File: config.mk
export PLATFORM = sky130hd
export DESIGN_NAME = sys_cmd_host_flat
export DESIGN_NICKNAME = d
export VERILOG_FILES = /design/src/rtl/sys_cmd_host_if.sv /design/src/rtl/sys_cmd_host.sv /design/src/flat_wrapper.sv
export SDC_FILE = /design/constraint.sdc
export NUM_CORES = 1
export LEC_CHECK = 0
export BUFFER_PORTS_ARGS = -buffer_cell sky130_fd_sc_hd__buf_2
export CORE_AREA = 2 2 116 118
export CTS_BUF_LIST = sky130_fd_sc_hd__clkbuf_2 sky130_fd_sc_hd__clkbuf_4 sky130_fd_sc_hd__clkbuf_8
export CTS_CLUSTER_SIZE = 30
export DETAILED_ROUTE_END_ITERATION = 8
export DIE_AREA = 0 0 118 120
export GPL_ROUTABILITY_DRIVEN = 1
export PLACE_DENSITY_LB_ADDON = 0.12
export SYNTH_ARGS = -nofsm -noshare
export SYNTH_HDL_FRONTEND = slang
export SYNTH_SLANG_ARGS = --single-unit
File: constraint.sdc
create_clock -name CLK -period 1.82 [get_ports CLK]
set_input_delay 0.273 -clock CLK [delete_from_list [all_inputs] [get_ports CLK]]
set_output_delay 0.273 -clock CLK [all_outputs]
set_load 0.02 [all_outputs]
File: src/rtl/sys_cmd_host_if.sv
// rtl/sys_cmd_host_if.sv - command request, TX byte stream and RX byte stream bundle for sys_cmd_host
//
// Signals:
//   CMD_VLD/CMD_RDY   command request handshake
//   CMD_TYPE          0=RF write, 1=RF read, 2=ALU with operands, 3=ALU without operands
//   CMD_ADDR/WDATA    register-file address and write data
//   CMD_OPA/OPB/FUN   ALU operands and function code
//   TX_DATA/VLD/RDY   outgoing frame bytes, valid/ready handshake
//   RX_DATA/VLD       incoming response bytes, one-cycle valid pulse per byte
//   RSP_DATA/RSP_VLD  assembled response and its one-cycle valid pulse
//   CMD_DONE/TIMEOUT  completion pulse and timeout flag
// Modports: slave (the host block), master (whoever drives commands and bytes).
interface sys_cmd_host_if #(
    parameter int DATA_WIDTH = 8,
    parameter int ADDR_WIDTH = 4
);
    logic                    CMD_VLD;
    logic [1:0]              CMD_TYPE;
    logic [ADDR_WIDTH-1:0]   CMD_ADDR;
    logic [DATA_WIDTH-1:0]   CMD_WDATA;
    logic [DATA_WIDTH-1:0]   CMD_OPA;
    logic [DATA_WIDTH-1:0]   CMD_OPB;
    logic [3:0]              CMD_FUN;
    logic                    CMD_RDY;
    logic [DATA_WIDTH-1:0]   TX_DATA;
    logic                    TX_VLD;
    logic                    TX_RDY;
    logic [DATA_WIDTH-1:0]   RX_DATA;
    logic                    RX_VLD;
    logic [2*DATA_WIDTH-1:0] RSP_DATA;
    logic                    RSP_VLD;
    logic                    CMD_DONE;
    logic                    TIMEOUT;

    modport slave (
        input  CMD_VLD, CMD_TYPE, CMD_ADDR, CMD_WDATA, CMD_OPA, CMD_OPB, CMD_FUN,
        input  TX_RDY, RX_DATA, RX_VLD,
        output CMD_RDY, TX_DATA, TX_VLD, RSP_DATA, RSP_VLD, CMD_DONE, TIMEOUT
    );

    modport master (
        output CMD_VLD, CMD_TYPE, CMD_ADDR, CMD_WDATA, CMD_OPA, CMD_OPB, CMD_FUN,
        output TX_RDY, RX_DATA, RX_VLD,
        input  CMD_RDY, TX_DATA, TX_VLD, RSP_DATA, RSP_VLD, CMD_DONE, TIMEOUT
    );
endinterface

File: src/rtl/sys_cmd_host.sv
// rtl/sys_cmd_host.sv - host-side command initiator: serializes a command frame, collects the response
//
// Ports:
//   CLK  clock
//   RST  asynchronous reset, active-high
//   bus  sys_cmd_host_if.slave: command request, TX byte stream, RX byte stream,
//        assembled response and completion/timeout pulses
module sys_cmd_host #(
    parameter int DATA_WIDTH     = 8,
    parameter int ADDR_WIDTH     = 4,
    parameter int TIMEOUT_CYCLES = 4096
) (
    input  logic                CLK,
    input  logic                RST,
    sys_cmd_host_if.slave       bus
);
    localparam int TW = (TIMEOUT_CYCLES > 1) ? $clog2(TIMEOUT_CYCLES) : 1;
    localparam logic [TW-1:0] TMR_LOAD = TW'(TIMEOUT_CYCLES - 1);

    localparam logic [1:0] CMD_WR     = 2'd0;
    localparam logic [1:0] CMD_RD     = 2'd1;
    localparam logic [1:0] CMD_ALU    = 2'd2;

    typedef enum logic [1:0] {IDLE, SEND, WAIT_RSP, FINISH} state_t;

    state_t                  state_q, state_d;
    logic [1:0]              typ_q;
    logic [ADDR_WIDTH-1:0]   addr_q;
    logic [DATA_WIDTH-1:0]   wdata_q, opa_q, opb_q;
    logic [3:0]              fun_q;
    logic [1:0]              idx_q;
    logic                    rx_cnt_q;
    logic [TW-1:0]           tmr_q;
    logic                    to_q;
    logic [2*DATA_WIDTH-1:0] rsp_q;

    logic [1:0]              frame_last;
    logic                    rsp_final;
    logic [DATA_WIDTH-1:0]   tx_byte;

    // Index of the last frame byte for the latched command type.
    always_comb begin
        case (typ_q)
            CMD_WR:  frame_last = 2'd2;
            CMD_ALU: frame_last = 2'd3;
            default: frame_last = 2'd1;
        endcase
    end

    // A read expects one response byte, both ALU forms expect two.
    assign rsp_final = (typ_q == CMD_RD) || rx_cnt_q;

    always_comb begin
        tx_byte = '0;
        case (typ_q)
            CMD_WR: begin
                case (idx_q)
                    2'd0:    tx_byte = DATA_WIDTH'(8'hAA);
                    2'd1:    tx_byte = DATA_WIDTH'(addr_q);
                    default: tx_byte = wdata_q;
                endcase
            end
            CMD_RD: begin
                if (idx_q == 2'd0) tx_byte = DATA_WIDTH'(8'hBB);
                else               tx_byte = DATA_WIDTH'(addr_q);
            end
            CMD_ALU: begin
                case (idx_q)
                    2'd0:    tx_byte = DATA_WIDTH'(8'hCC);
                    2'd1:    tx_byte = opa_q;
                    2'd2:    tx_byte = opb_q;
                    default: tx_byte = DATA_WIDTH'(fun_q);
                endcase
            end
            default: begin
                if (idx_q == 2'd0) tx_byte = DATA_WIDTH'(8'hDD);
                else               tx_byte = DATA_WIDTH'(fun_q);
            end
        endcase
    end

    always_ff @(posedge CLK or posedge RST) begin
        if (RST) state_q <= IDLE;
        else     state_q <= state_d;
    end

    always_comb begin
        state_d = state_q;
        case (state_q)
            IDLE: begin
                if (bus.CMD_VLD) state_d = SEND;
            end
            SEND: begin
                if (bus.TX_RDY && (idx_q == frame_last))
                    state_d = (typ_q == CMD_WR) ? FINISH : WAIT_RSP;
            end
            WAIT_RSP: begin
                // A byte arriving on the expiry cycle wins over the timeout.
                if (bus.RX_VLD) begin
                    if (rsp_final) state_d = FINISH;
                end else if (tmr_q == '0) begin
                    state_d = FINISH;
                end
            end
            default: state_d = IDLE;
        endcase
    end

    always_ff @(posedge CLK or posedge RST) begin
        if (RST) begin
            typ_q    <= '0;
            addr_q   <= '0;
            wdata_q  <= '0;
            opa_q    <= '0;
            opb_q    <= '0;
            fun_q    <= '0;
            idx_q    <= '0;
            rx_cnt_q <= 1'b0;
            tmr_q    <= '0;
            to_q     <= 1'b0;
            rsp_q    <= '0;
        end else begin
            case (state_q)
                IDLE: begin
                    if (bus.CMD_VLD) begin
                        typ_q    <= bus.CMD_TYPE;
                        addr_q   <= bus.CMD_ADDR;
                        wdata_q  <= bus.CMD_WDATA;
                        opa_q    <= bus.CMD_OPA;
                        opb_q    <= bus.CMD_OPB;
                        fun_q    <= bus.CMD_FUN;
                        idx_q    <= '0;
                        rx_cnt_q <= 1'b0;
                        to_q     <= 1'b0;
                        rsp_q    <= '0;
                    end
                end
                SEND: begin
                    if (bus.TX_RDY) begin
                        idx_q <= idx_q + 2'd1;
                        if (idx_q == frame_last) tmr_q <= TMR_LOAD;
                    end
                end
                WAIT_RSP: begin
                    if (bus.RX_VLD) begin
                        // Response is LSB first.
                        if (!rx_cnt_q) rsp_q[DATA_WIDTH-1:0]            <= bus.RX_DATA;
                        else           rsp_q[2*DATA_WIDTH-1:DATA_WIDTH] <= bus.RX_DATA;
                        rx_cnt_q <= 1'b1;
                        tmr_q    <= TMR_LOAD;
                    end else if (tmr_q == '0) begin
                        to_q <= 1'b1;
                    end else begin
                        tmr_q <= tmr_q - 1'b1;
                    end
                end
                default: ;
            endcase
        end
    end

    assign bus.CMD_RDY  = (state_q == IDLE);
    assign bus.TX_VLD   = (state_q == SEND);
    assign bus.TX_DATA  = (state_q == SEND) ? tx_byte : '0;
    assign bus.RSP_DATA = rsp_q;
    assign bus.CMD_DONE = (state_q == FINISH);
    assign bus.TIMEOUT  = (state_q == FINISH) && to_q;
    assign bus.RSP_VLD  = (state_q == FINISH) && !to_q && (typ_q != CMD_WR);
endmodule
File: src/flat_wrapper.sv
// flat-port wrapper written by rule: the top's interface ports become plain ports
module sys_cmd_host_flat 
#(
    parameter int DATA_WIDTH     = 8,
    parameter int ADDR_WIDTH     = 4,
    parameter int TIMEOUT_CYCLES = 4096
)
  (CLK, RST, bus_CMD_VLD, bus_CMD_TYPE, bus_CMD_ADDR, bus_CMD_WDATA, bus_CMD_OPA, bus_CMD_OPB, bus_CMD_FUN, bus_TX_RDY, bus_RX_DATA, bus_RX_VLD, bus_CMD_RDY, bus_TX_DATA, bus_TX_VLD, bus_RSP_DATA, bus_RSP_VLD, bus_CMD_DONE, bus_TIMEOUT);
  sys_cmd_host_if #(.DATA_WIDTH(DATA_WIDTH), .ADDR_WIDTH(ADDR_WIDTH)) bus_i ();
  input  logic CLK;
  input  logic RST;
  input wire logic [$bits(bus_i.CMD_VLD)-1:0] bus_CMD_VLD;
  input wire logic [$bits(bus_i.CMD_TYPE)-1:0] bus_CMD_TYPE;
  input wire logic [$bits(bus_i.CMD_ADDR)-1:0] bus_CMD_ADDR;
  input wire logic [$bits(bus_i.CMD_WDATA)-1:0] bus_CMD_WDATA;
  input wire logic [$bits(bus_i.CMD_OPA)-1:0] bus_CMD_OPA;
  input wire logic [$bits(bus_i.CMD_OPB)-1:0] bus_CMD_OPB;
  input wire logic [$bits(bus_i.CMD_FUN)-1:0] bus_CMD_FUN;
  input wire logic [$bits(bus_i.TX_RDY)-1:0] bus_TX_RDY;
  input wire logic [$bits(bus_i.RX_DATA)-1:0] bus_RX_DATA;
  input wire logic [$bits(bus_i.RX_VLD)-1:0] bus_RX_VLD;
  output wire logic [$bits(bus_i.CMD_RDY)-1:0] bus_CMD_RDY;
  output wire logic [$bits(bus_i.TX_DATA)-1:0] bus_TX_DATA;
  output wire logic [$bits(bus_i.TX_VLD)-1:0] bus_TX_VLD;
  output wire logic [$bits(bus_i.RSP_DATA)-1:0] bus_RSP_DATA;
  output wire logic [$bits(bus_i.RSP_VLD)-1:0] bus_RSP_VLD;
  output wire logic [$bits(bus_i.CMD_DONE)-1:0] bus_CMD_DONE;
  output wire logic [$bits(bus_i.TIMEOUT)-1:0] bus_TIMEOUT;
  assign bus_i.CMD_VLD = bus_CMD_VLD;
  assign bus_i.CMD_TYPE = bus_CMD_TYPE;
  assign bus_i.CMD_ADDR = bus_CMD_ADDR;
  assign bus_i.CMD_WDATA = bus_CMD_WDATA;
  assign bus_i.CMD_OPA = bus_CMD_OPA;
  assign bus_i.CMD_OPB = bus_CMD_OPB;
  assign bus_i.CMD_FUN = bus_CMD_FUN;
  assign bus_i.TX_RDY = bus_TX_RDY;
  assign bus_i.RX_DATA = bus_RX_DATA;
  assign bus_i.RX_VLD = bus_RX_VLD;
  assign bus_CMD_RDY = bus_i.CMD_RDY;
  assign bus_TX_DATA = bus_i.TX_DATA;
  assign bus_TX_VLD = bus_i.TX_VLD;
  assign bus_RSP_DATA = bus_i.RSP_DATA;
  assign bus_RSP_VLD = bus_i.RSP_VLD;
  assign bus_CMD_DONE = bus_i.CMD_DONE;
  assign bus_TIMEOUT = bus_i.TIMEOUT;
  sys_cmd_host #(.DATA_WIDTH(DATA_WIDTH), .ADDR_WIDTH(ADDR_WIDTH), .TIMEOUT_CYCLES(TIMEOUT_CYCLES)) u_core (.CLK(CLK), .RST(RST), .bus(bus_i));
endmodule
==> flow_metrics.tcl <==
set metrics [dict create \
    crit_arrival_ns 1.99 \
    cp_max_fo 5 \
    grt.total_usage 0.150 \
    nets 563 \
    dp_hpwl_mm 7.47 \
    min_path_cells 2 \
    hold-path-endpoint "u_core.wdata_q[7]$_DFFE_PP0P_" \
    ys_warn_count 0 \
    synthTopCellsByArea "dfrtp_1, mux2_2, o21ai_0" \
    reg2regPathDepth 7 \
    fin_util 0.435 \
    drc 0 \
    rows 42 \
    worstSetupStartpointType "register" \
    die_h_um 120 \
    wire_per_inst_um 15.5 \
    final_cells 687 \
    grt_max_degree 35 \
    cts-root-buf "clkbuf_8" \
    routed_wirelength_mm 10.7 \
    grt_pass1_vias 3310 \
    syn_to_final_growth_pct 50.0 \
    synth.avg_cell_area_um2 10.5 \
    path_buf_inv 3 \
    post-route-min-period_ns 2.26 \
    relSlewSlack 0.718 \
    numCtsBuffers 9 \
    vias 3290 \
    cp_slowest_cell "dfrtp_2" \
    clk_path_buf_depth 2 \
    gp_congestion 0.782 \
    whs_ns 0.145 \
    worst-r2r-setup-slack_ns -0.09 \
    synth-simple-area-share 0.159 \
    power_leakage_nw 2.43 \
    synth_fp_nets 415 \
    vias_per_cell 4.79 \
    tightest_slew_ns 0.423 \
    place_inst 647 \
    io_buffer_count 75 \
    max_stage_delay_ns 0.46 \
    place_ws_ns -0.383 \
    hold_class "in2reg" \
    num-fill-cells 1251 \
    synth_top_area_frac 0.452 \
    final_layout_size_suffix_gt1_frac 0.546 \
    netlist-cell-type-count 53 \
    fin_area_um2 5650 \
    violations "negative setup slack" \
    drtIter0Drc 97 \
    hp-start "bus_CMD_WDATA[7]" \
    cp-end-kind "output port" \
    ys_seq_area_frac 0.452 \
    synth_compound_area_frac 0.159 \
    hold_violations 0 \
    core_um2 13000 \
    status "finished with violations" \
    drtAntennaViolNets 0 \
    max_cap_viol_count 0 \
    p_per_area_nw_per_um2 1690 \
    synth_fa_ha_area_frac 0.0332 \
    antenna-diode-count 0 \
    period_share 1.24 \
    max_freq_ghz 0.443 \
    grt_setup_unrepaired "true" \
    path_cells "inv_4 > ha_4 > buf_6 > nand3b_1 > o21ai_1 > a22oi_1 > a21boi_1 > buf_4" \
    start_util 0.290 \
    synthMuxAreaShare 0.146 \
    clock_latency_ns 0.36 \
    synthXorXnorAreaFrac 0.00432 \
    ys_ff_latch 68 \
    htree_levels 3 \
    cts_tree "yes" \
    crit_family "flip-flops" \
    grt_pass1_wl_mm 16.7 \
    final_max_slew_viol_count 0 \
    antenna_found_initial 0 \
    grt_overflow_total 0 \
    fin_ws_ns -0.440 \
    first_pass_iters 4 \
    die_area_um2 14200 \
    peakVddDrop_v 0.000629 \
    synth_top_family_by_area "simple AND/OR/NAND/NOR gates" \
    synth_edf_count 0 \
    synthArstFlopShare 1.00 \
    fp.dieW_um 118 \
    placed_area_um2 4790 \
    cts.clk_slew.worst_paths_ns 0.08 \
    synth_flop_cell "dfrtp_1" \
    worstReg2RegEnd "u_core.tmr_q[10]$_DFFE_PP0P_" \
    netlist_instances 358 \
    synth_area_um2 3770 \
    worstReg2RegStart "u_core.idx_q[0]$_DFFE_PP0P_" \
    setup.worst_path.class "reg2out" \
    required_ns 1.55 \
    final-setup-viol-count 19 \
    yosysTopAreaCell "dfrtp_1" \
    cts_sinks 68 \
    ios 76 \
    skew_ns 0.00813 \
]
through the flow:
| stage | total power, W | setup TNS [ns] |
|---|---|---|
| global placement | 0.00704 | -4.31 |
| floorplan | 0.00531 | -0.710 |
| CTS | 0.00920 | -3.76 |
| detailed placement | 0.00709 | -5.39 |
| global route | 0.0102 | -5.24 |
| finish | 0.00956 | -3.58 |
metal layers:
metal | vias to the layer above | part of all wire | routed length, µm | global-route usage
li1 | 1588 | - | - | -
met1 | 1636 | 0.45 | 4780 | 0.191
met2 | 55 | 0.50 | 5350 | 0.251
met3 | 11 | 0.038 | 409 | 0.0385
met4 | 0 | 0.013 | 134 | 0.0474
met5 | - | 0 | 0 | 0
placed cells by master, fill, tap and decap left out, types with 6 or more instances in the layout:
cell type and n:
buf_6 11, mux2_2 36, ha_4 6, dfrtp_1 66, nand3_1 11, buf_4 70, a21boi_0 10, nor4_4 10
nand2_1 29, o21ai_0 24, inv_1 13, a21oi_1 18, clkbuf_8 9, nor2_1 11, buf_2 68, mux2i_1 10
cell usage after synthesis (7+ instances only):
library cell / instances
a21oi_1: 19
nand2_1: 30
clkbuf_1: 16
ha_1: 10
dfrtp_1: 68
mux2_2: 38
nor4_2: 7
inv_1: 19
nor2_1: 14
mux2i_1: 11
o21ai_0: 28
a21boi_0: 12
nand3_1: 12
timing repair:
item	in CTS	in global routing
setup endpoints to repair	23	24
buffers inserted	11	12
hold buffers	1	0
gates resized for setup	73	31
cloned	0	1
endpoints found under the hold margin	12	0
pin swaps	26	11
flip-flops by register name, indices dropped and copies added, names as in the netlist:
| signal | count |
|---|---|
| u_core.rx_cnt_q | 1 |
| u_core.addr_q | 4 |
| u_core.fun_q | 4 |
| u_core.state_q | 2 |
| u_core.wdata_q | 8 |
| u_core.opb_q | 8 |
| u_core.to_q | 1 |
| u_core.idx_q | 2 |
| u_core.tmr_q | 12 |
| u_core.opa_q | 8 |
| u_core.typ_q | 2 |
| u_core.bus.RSP_DATA | 16 |
worst max-delay path by stage:
stage | start | end | slack (ns) | cells after the start
6_report | u_core.idx_q[0]$_DFFE_PP0P_ | bus_TX_DATA[1] | -0.44 | 8
5_1_grt | u_core.idx_q[0]$_DFFE_PP0P_ | bus_TX_DATA[1] | -0.53 | 8
4_1_cts | u_core.idx_q[0]$_DFFE_PP0P_ | bus_TX_DATA[1] | -0.44 | 8
3_5_place_dp | u_core.state_q[0]$_DFFE_PP0P_ | u_core.tmr_q[8]$_DFFE_PP0P_ | -0.38 | 6
3_3_place_gp | u_core.idx_q[0]$_DFFE_PP0P_ | bus_TX_DATA[1] | -0.26 | 8
2_1_floorplan | u_core.state_q[0]$_DFFE_PP0P_ | u_core.addr_q[0]$_DFFE_PP0P_ | -0.03 | 5
cell type report:
cell class | instances | area [µm²] | share of cell area
inverters | 19 | 80.1 | 0.0142
multi-input cells | 249 | 2270 | 0.403
well taps | 176 | 220 | 0.0390
flip-flops and latches | 68 | 1700 | 0.302
clock buffers | 9 | 124 | 0.0219
repair buffers | 159 | 1150 | 0.204
clock inverters | 7 | 91.3 | 0.0162
cells by family (layout without fill, tap and decap cells):
logic type,after synthesis,after routing
XOR/XNOR,1,1
adder cells (fa/ha/maj),10,10
AND/OR/NAND/NOR,98,98
multiplexers,50,50
AO/OA/AOI/OAI,90,90
buffers and inverters,41,194
flip-flops,68,68
report_power, final:
group          switching, W  internal [W]
Combinational       0.00286       0.00274
Clock              0.000623      0.000766
Sequential         0.000430       0.00214
Power figures use the tool's default switching activity.
